<file path="src/rtl/rtl_simd_adder_stream.sv">
// Multi-lane streaming adder between two ap_fifo inputs and one ap_fifo output.
// Uses ap_ctrl_chain block control, a 2-stage pipeline, and per-lane wrap or saturating sums.
module rtl_simd_adder_stream #(
    parameter int unsigned W        = 11,
    parameter int unsigned LANES    = 4,
    parameter int unsigned N_ELEM   = 8,
    parameter int unsigned SATURATE = 0
) (
    input  logic                 ap_clk,
    input  logic                 ap_rst_n,
    input  logic                 ap_ce,
    input  logic                 ap_start,
    input  logic                 ap_continue,
    output logic                 ap_done,
    output logic                 ap_idle,
    output logic                 ap_ready,
    input  logic [LANES*W-1:0]   a_dout,
    input  logic                 a_empty_n,
    output logic                 a_read,
    input  logic [LANES*W-1:0]   b_dout,
    input  logic                 b_empty_n,
    output logic                 b_read,
    output logic [LANES*W-1:0]   z_din,
    input  logic                 z_full_n,
    output logic                 z_write
);

    localparam int unsigned VW = LANES * W;
    localparam int unsigned CW = $clog2(N_ELEM + 1);
    localparam logic [CW-1:0] NE    = CW'(N_ELEM);
    localparam logic [CW-1:0] NE_M1 = CW'(N_ELEM - 1);
    localparam logic [W-1:0]  LANE_MAX = {1'b0, {(W-1){1'b1}}};
    localparam logic [W-1:0]  LANE_MIN = {1'b1, {(W-1){1'b0}}};

    typedef enum logic [1:0] {StIdle, StRun, StDone} state_e;

    state_e          state_q, state_d;
    logic [CW-1:0]   popped_q, popped_d;
    logic [CW-1:0]   written_q, written_d;
    logic            s1_valid_q, s1_valid_d;
    logic [VW-1:0]   s1_a_q, s1_a_d;
    logic [VW-1:0]   s1_b_q, s1_b_d;
    logic            s2_valid_q, s2_valid_d;
    logic [VW-1:0]   z_q, z_d;
    logic [VW-1:0]   sum;
    logic            s2_adv;
    logic            s1_adv;
    logic            pop;
    logic            push;

    // Sign-extend to W+1 bits; the sum is out of range exactly when its top two bits differ.
    function automatic logic [W-1:0] lane_add(input logic [W-1:0] a, input logic [W-1:0] b);
        logic signed [W:0] s;
        s = $signed({a[W-1], a}) + $signed({b[W-1], b});
        if ((SATURATE != 0) && (s[W] != s[W-1])) begin
            return s[W] ? LANE_MIN : LANE_MAX;
        end
        return s[W-1:0];
    endfunction

    always_comb begin
        sum = '0;
        for (int i = 0; i < int'(LANES); i++) begin
            sum[i*W +: W] = lane_add(s1_a_q[i*W +: W], s1_b_q[i*W +: W]);
        end
    end

    always_comb begin
        s2_adv = !s2_valid_q || z_full_n;
        s1_adv = !s1_valid_q || s2_adv;
        pop    = ap_ce && (state_q == StRun) && a_empty_n && b_empty_n && s1_adv
                 && (popped_q < NE);
        push   = ap_ce && s2_valid_q && z_full_n;
    end

    always_comb begin
        state_d    = state_q;
        popped_d   = popped_q;
        written_d  = written_q;
        s1_valid_d = s1_valid_q;
        s1_a_d     = s1_a_q;
        s1_b_d     = s1_b_q;
        s2_valid_d = s2_valid_q;
        z_d        = z_q;

        if (ap_ce) begin
            if (s2_adv) begin
                s2_valid_d = s1_valid_q;
                if (s1_valid_q) begin
                    z_d = sum;
                end
            end
            if (s1_adv) begin
                s1_valid_d = pop;
                if (pop) begin
                    s1_a_d = a_dout;
                    s1_b_d = b_dout;
                end
            end
            popped_d  = popped_q + CW'(pop);
            written_d = written_q + CW'(push);

            unique case (state_q)
                StIdle: begin
                    if (ap_start) begin
                        state_d   = StRun;
                        popped_d  = '0;
                        written_d = '0;
                    end
                end
                StRun: begin
                    if ((popped_q == NE) && (written_q == NE)) begin
                        state_d = StDone;
                    end
                end
                StDone: begin
                    // A start seen alongside continue is ignored; IDLE re-samples it.
                    if (ap_continue) begin
                        state_d = StIdle;
                    end
                end
                default: state_d = StIdle;
            endcase
        end
    end

    always_ff @(posedge ap_clk or negedge ap_rst_n) begin
        if (!ap_rst_n) begin
            state_q    <= StIdle;
            popped_q   <= '0;
            written_q  <= '0;
            s1_valid_q <= 1'b0;
            s1_a_q     <= '0;
            s1_b_q     <= '0;
            s2_valid_q <= 1'b0;
            z_q        <= '0;
        end else begin
            state_q    <= state_d;
            popped_q   <= popped_d;
            written_q  <= written_d;
            s1_valid_q <= s1_valid_d;
            s1_a_q     <= s1_a_d;
            s1_b_q     <= s1_b_d;
            s2_valid_q <= s2_valid_d;
            z_q        <= z_d;
        end
    end

    always_comb begin
        ap_idle  = (state_q == StIdle);
        ap_done  = (state_q == StDone);
        ap_ready = pop && (popped_q == NE_M1);
        a_read   = pop;
        b_read   = pop;
        z_write  = push;
        z_din    = z_q;
    end

endmodule

</file>
<file path="config.mk">
export PLATFORM = sky130hd
export DESIGN_NAME = rtl_simd_adder_stream
export DESIGN_NICKNAME = d
export VERILOG_FILES = /design/src/rtl/rtl_simd_adder_stream.sv
export SDC_FILE = /design/constraint.sdc
export NUM_CORES = 1
export LEC_CHECK = 0
export BUFFER_PORTS_ARGS = -buffer_cell sky130_fd_sc_hd__clkbuf_2
export CORE_UTILIZATION = 50
export CTS_CLUSTER_SIZE = 16
export DETAILED_ROUTE_END_ITERATION = 7
export PLACE_DENSITY = 0.76
export RECOVER_POWER = 25
export SLEW_MARGIN = 40
export SYNTH_ARGS = -nofsm -noshare
export SYNTH_HDL_FRONTEND = slang
export SYNTH_SLANG_ARGS = --single-unit
export TNS_END_PERCENT = 100
</file>
<file path="constraint.sdc">
create_clock -name ap_clk -period 2.28 [get_ports ap_clk]
set_clock_uncertainty 0.2 [all_clocks]
set_input_delay 0 -clock ap_clk [delete_from_list [all_inputs] [get_ports ap_clk]]
set_output_delay 0 -clock ap_clk [all_outputs]
set_load 0.02 [all_outputs]
</file>
# Word level (Yosys, flattened, before mapping)
# Cells that the tools add are included.
# word_totals
reg_bits	144
input_bits	96
out_inout_bits	50
word_cells	50
# op_classes
addsub	6
order_cmp	1
n_eq_ne	8
n_mux	8
reduce_logical	19
# op_table
operator	count
adder 11 bit	4
two-way mux 4 bit	4
logical AND 1 bit	9
adder 4 x 1 -> 4 bit	2
equality test 4 bit, second input constant	2
two-way mux 2 bit	3
case mux 2 bit (3 select lines)	1
AND reduction 3 bit	2
equality test 4 x 3 -> 1 bit, second input constant	1
< comparator 4 bit, second input constant	1
inequality test 2 bit, second input constant	2
AND reduction 2 bit	2
AND reduction 4 bit	1
equality test 2 x 1 -> 1 bit, second input constant	1
equality test 2 bit, second input constant	1
zero test 1 bit	2
zero test 2 bit	1
logical OR 1 bit	2
inequality test 2 x 1 -> 1 bit, second input constant	1

# Logic depth before layout (Yosys ltp)
# logic_depth
ltp_word	9
depth_mapped	10
depth_no_buf	9

# Worst setup path before layout
# Ideal clock, no wire load.
# synth_path
path_kind	register -> register
start	register state_q[1]
end	register popped_q[1]
setup_ps	147
arrival_time_ps	1911
required_time_ps	1933
path_slack_ps	22
path_stages_with_launch	9
path_buffers	2
period_less_slack_ps	2258
path_cell_list	dfrtp_1 nand3b_2 a2111oi_4 buf_8 buf_8 ha_1 ha_1 mux2i_1 nor2_1
# synth_between
elab_chain_cells	9
elab_cells_between_ends	10
cone_classes	add/sub: 1; eq/ne: 1; mux: 2; reduce/logical: 6
# synth_rtl
item	line_no	source
start: declaration	37	state_e state_q, state_d;
start signal: assignment	129	state_q <= StIdle;
start signal: assignment	138	state_q <= state_d;
equality test 2 x 1 -> 1 bit (*)	71	pop = ap_ce && (state_q == StRun) && a_empty_n && b_empty_n && s1_adv
logical AND 1 bit (*) (4 in a row)	71	
logical AND 1 bit (*)	72	&& (popped_q < NE);
net a_read	19	output logic a_read,
adder 4 x 1 -> 4 bit (*)	100	popped_d = popped_q + CW'(pop);
two-way mux 4 bit	105	if (ap_start) begin
two-way mux 4 bit (*)	103	unique case (state_q)
end signal: assignment	139	popped_q <= popped_d;
end: declaration	38	logic [CW-1:0] popped_q, popped_d;
# Mark *: on every way through the listed nets, which the timed path passes. The rest lies on a longest branch.
# A chain may end at the register's enable or synchronous reset.

# Worst setup path in the final report
# layout_path
start	register state_q[1]
end	output port ap_ready
# layout_between
elab_chain_cells	7
# layout_rtl
item	line_no	source
equality test 2 x 1 -> 1 bit	71	
logical AND 1 bit (4 in a row)	71	
logical AND 1 bit	72	
logical AND 1 bit	152	ap_ready = pop && (popped_q == NE_M1);
end: declaration	16	output logic ap_ready,
# Every way passes these cells.

==> run_results.csv <==
group,metric,value,unit
pwr,p_leak,4.735,nW
floorplan,dieArea,15430,µm²
layout,fin_cells,1064,
sta,final.setup.worst_slack,0.06760,ns
global_route,grt_overflow_total,0,
synthesis,synth_nets,754,
layout,fin_nets,1013,
sta,grt_setup_unrepaired,"yes",
sta,worst_pin_slew,0.8485,ns
route,wl_per_cell,16.30,µm
synthesis,synth-edff-count,0,
route,drc,0,
global_route,first_global_vias,6027,
sta,hold_viol,0,
floorplan,chipHeight,124.2,µm
sta,fin_tns_setup,0,ns
layout,final_layout_size_suffix_gt1_share,29.77,%
critical_path,worst_ep_arrival_time,2.01,ns
critical_path,required,2.08,ns
synthesis,netlist-cell-type-count,46,
route,drt_pre_antenna_iters,4,
placed_design,gp_congestion,0.8545,
critical_path,crit_type,"flop to output pin",
floorplan,rows,44,
sta,timing.slew.headroom,43.43,%
cts,cts_tree,"built",
global_route,grt_pass1_wl,28.96,mm
floorplan,die_x,124.2,µm
cts,post-cts-setup-buffer-count,0,
cts,path_clk_slew,0.06,ns
synthesis,yosys_warnings,0,
route,drt_iter0_drc,292,
critical_path,startpoint_type,"flop",
placed_design,hpwl,11.36,mm
floorplan,core_area,14530,µm²
placed_design,dp.cells,931,
route,viasPerCell,5.269,
cts,cts_sinks,144,
layout,diodes,0,
sta,hold_ws,0.1383,ns
floorplan,ios,146,
floorplan,start_util,51.38,%
synthesis,ys_ff_latch,144,
sta,max_freq,0.4520,GHz
cts,clk_latency,0.43,ns
cts,cts-buffers-inserted,17,
pwr,power_density,1175,nW/µm²
route,ant_nets,0,
route,wl,17.34,mm
synthesis,synth_area_per_cell,12.24,µm²
cts,clock-root-buffer,"clkbuf_16",
critical_path,crit_fanout,6,
placed_design,dp_slack,0.06256,ns
global_route,track_usage,23.61,%
cts,h-tree-depth,4,
critical_path,crit_path_end_kind,"output pin",
global_route,antenna_found_initial,0,
min_path,hp-class,"primary input to flop",
status,status,"finished, final reports clean",
synthesis,synthFlopType,"dfrtp_1",
route,vias,5606,
sta,fin_crit_sh,97.04,%
synthesis,async_flop_share,100.0,%
synthesis,syn_inst,610,
layout,syn2layout_area_growth,32.93,%
sta,slew_violations,0,
flow_run,maxCapViolations,0,
synthesis,yosysSeqAreaShare,48.26,%
placed_design,port_buffers,145,
synthesis,synthesis.area,7467,µm²
sta,setup_viol,0,
cts,cts_buffer_depth,2,
pwr,worst_ir_drop_vdd,0.7903,mV
sta,period_needed,2.212,ns
global_route,grt_max_degree,86,
==> cells in the mapped netlist, types with 2 or more instances <==
cell type  count  share of area [%]
buf_4          2               0.20
clkbuf_1      10               0.50
mux2i_1        5               0.67
dfrtp_1      144                 48
o21bai_1       6               0.60
a21o_1        10                1.0
xnor2_1       18                2.1
a22o_1         2               0.23
inv_1          9               0.45
and3_1         6               0.50
xor2_1        22                2.6
mux2_1         4               0.60
ha_1          44                7.4
o221ai_1       2               0.23
a21oi_1       30                2.0
o21ai_0       58                3.9
a31oi_1        4               0.34
mux2_2        12                1.8
buf_12         7                1.9
nand4_1        4               0.34
nand2b_1       2               0.17
a221oi_1       3               0.35
o21a_1         4               0.40
or2_2          3               0.25
nand2_1       74                3.7
nor2_1        14               0.70
nand3_1        6               0.40
nor2b_1        5               0.42
mux2_4        70                 14
fa_1           4                1.1
o31ai_1        4               0.40
nor3_1         6               0.40
buf_8          2               0.40
nor4b_1        2               0.23
==> path summary, 6_finish.rpt <==
path	from	to	slack, ns	cells after the start
max	state_q[1]	ap_ready	0.07	5
min	b_dout[36]	s1_b_q[36]	0.14	3
max reg2reg	state_q[1]	s1_a_q[32]	0.08	5
min reg2reg	z_din[22]	z_din[22]	0.27	2
max in group asynchronous	ap_rst_n	z_din[1]	0.30	4
min in group asynchronous	ap_rst_n	z_din[17]	0.85	4
==> through the flow <==
stage	instance area [µm²]	power [mW]	util (%)
after floorplan	7467	7.603	-
after global placement	8378	8.748	57.64
after detailed placement	8378	8.976	57.64
after CTS	9935	11.64	68.35
after global routing	9926	12.43	68.29
final	9926	11.66	68.29
==> logic make-up after synthesis <==
group | synth area share (%)
mux | 17.16
simple gates | 7.758
fa+ha+maj | 8.445
xor+xnor | 4.692
compound gates | 10.14
flops | 48.26
buf+inv | 3.552
==> placed cells by master (no fill, tap or decap), drive strengths merged, types with 5 or more instances in the layout <==
| master | n |
|---|---|
| clkbuf | 171 |
| dfrtp | 144 |
| dlygate4sd3 | 102 |
| mux2 | 86 |
| nand2 | 74 |
| o21ai | 58 |
| ha | 44 |
| a21oi | 30 |
| xor2 | 22 |
| xnor2 | 18 |
| nor2 | 14 |
| buf | 13 |
| a21o | 10 |
| inv | 9 |
| and3 | 6 |
| nor3 | 6 |
| o21bai | 6 |
| clkinv | 6 |
| nand3 | 6 |
| nor2b | 5 |
| mux2i | 5 |
==> power by group <==
part	internal, mW	switching [mW]	leakage (nW)
combinational	2.40	2.70	2.75
clock	1.45	1.01	0.258
sequential	3.47	0.644	1.73
==> worst max-delay path, cell delays in order, from the launching register on <==
cell and delay [ns]:
dfrtp_1 0.46, nand3b_4 0.22, a2111oi_4 0.34, buf_4 0.19, and4_1 0.20, clkbuf_2 0.17
==> timing repair <==
action,in CTS,in global routing
setup endpoints to repair,0,87
resized for setup,0,22
hold buffers,103,0
hold endpoints to repair,244,0
==> layer usage <==
layer / vias to the layer above / global-route usage (%) / wire, µm
met2: 139 / 41.57 / 8965
met5: - / 0 / 0
met4: 0 / 10.70 / 443
li1: 2684 / - / -
met3: 37 / 5.819 / 742
met1: 2746 / 26.86 / 7188
==> flip-flops by register name (all words and copies together), names as in the netlist <==
register    cells
written_q       4
state_q         2
s1_a_q         44
s1_valid_q      1
z_din          44
popped_q        4
s2_valid_q      1
s1_b_q         44
==> area by class of cell <==
type	count	area, µm²
Timing Repair Buffer	263	1891
Fill cell	1054	4608
Multi-Input combinational cell	434	3651
Clock buffer	23	478.0
Inverter	9	33.78
Clock inverter	7	37.54
Tap cell	184	230.2
Sequential cell	144	3605
No activity file was read; power rests on OpenSTA's default activity.
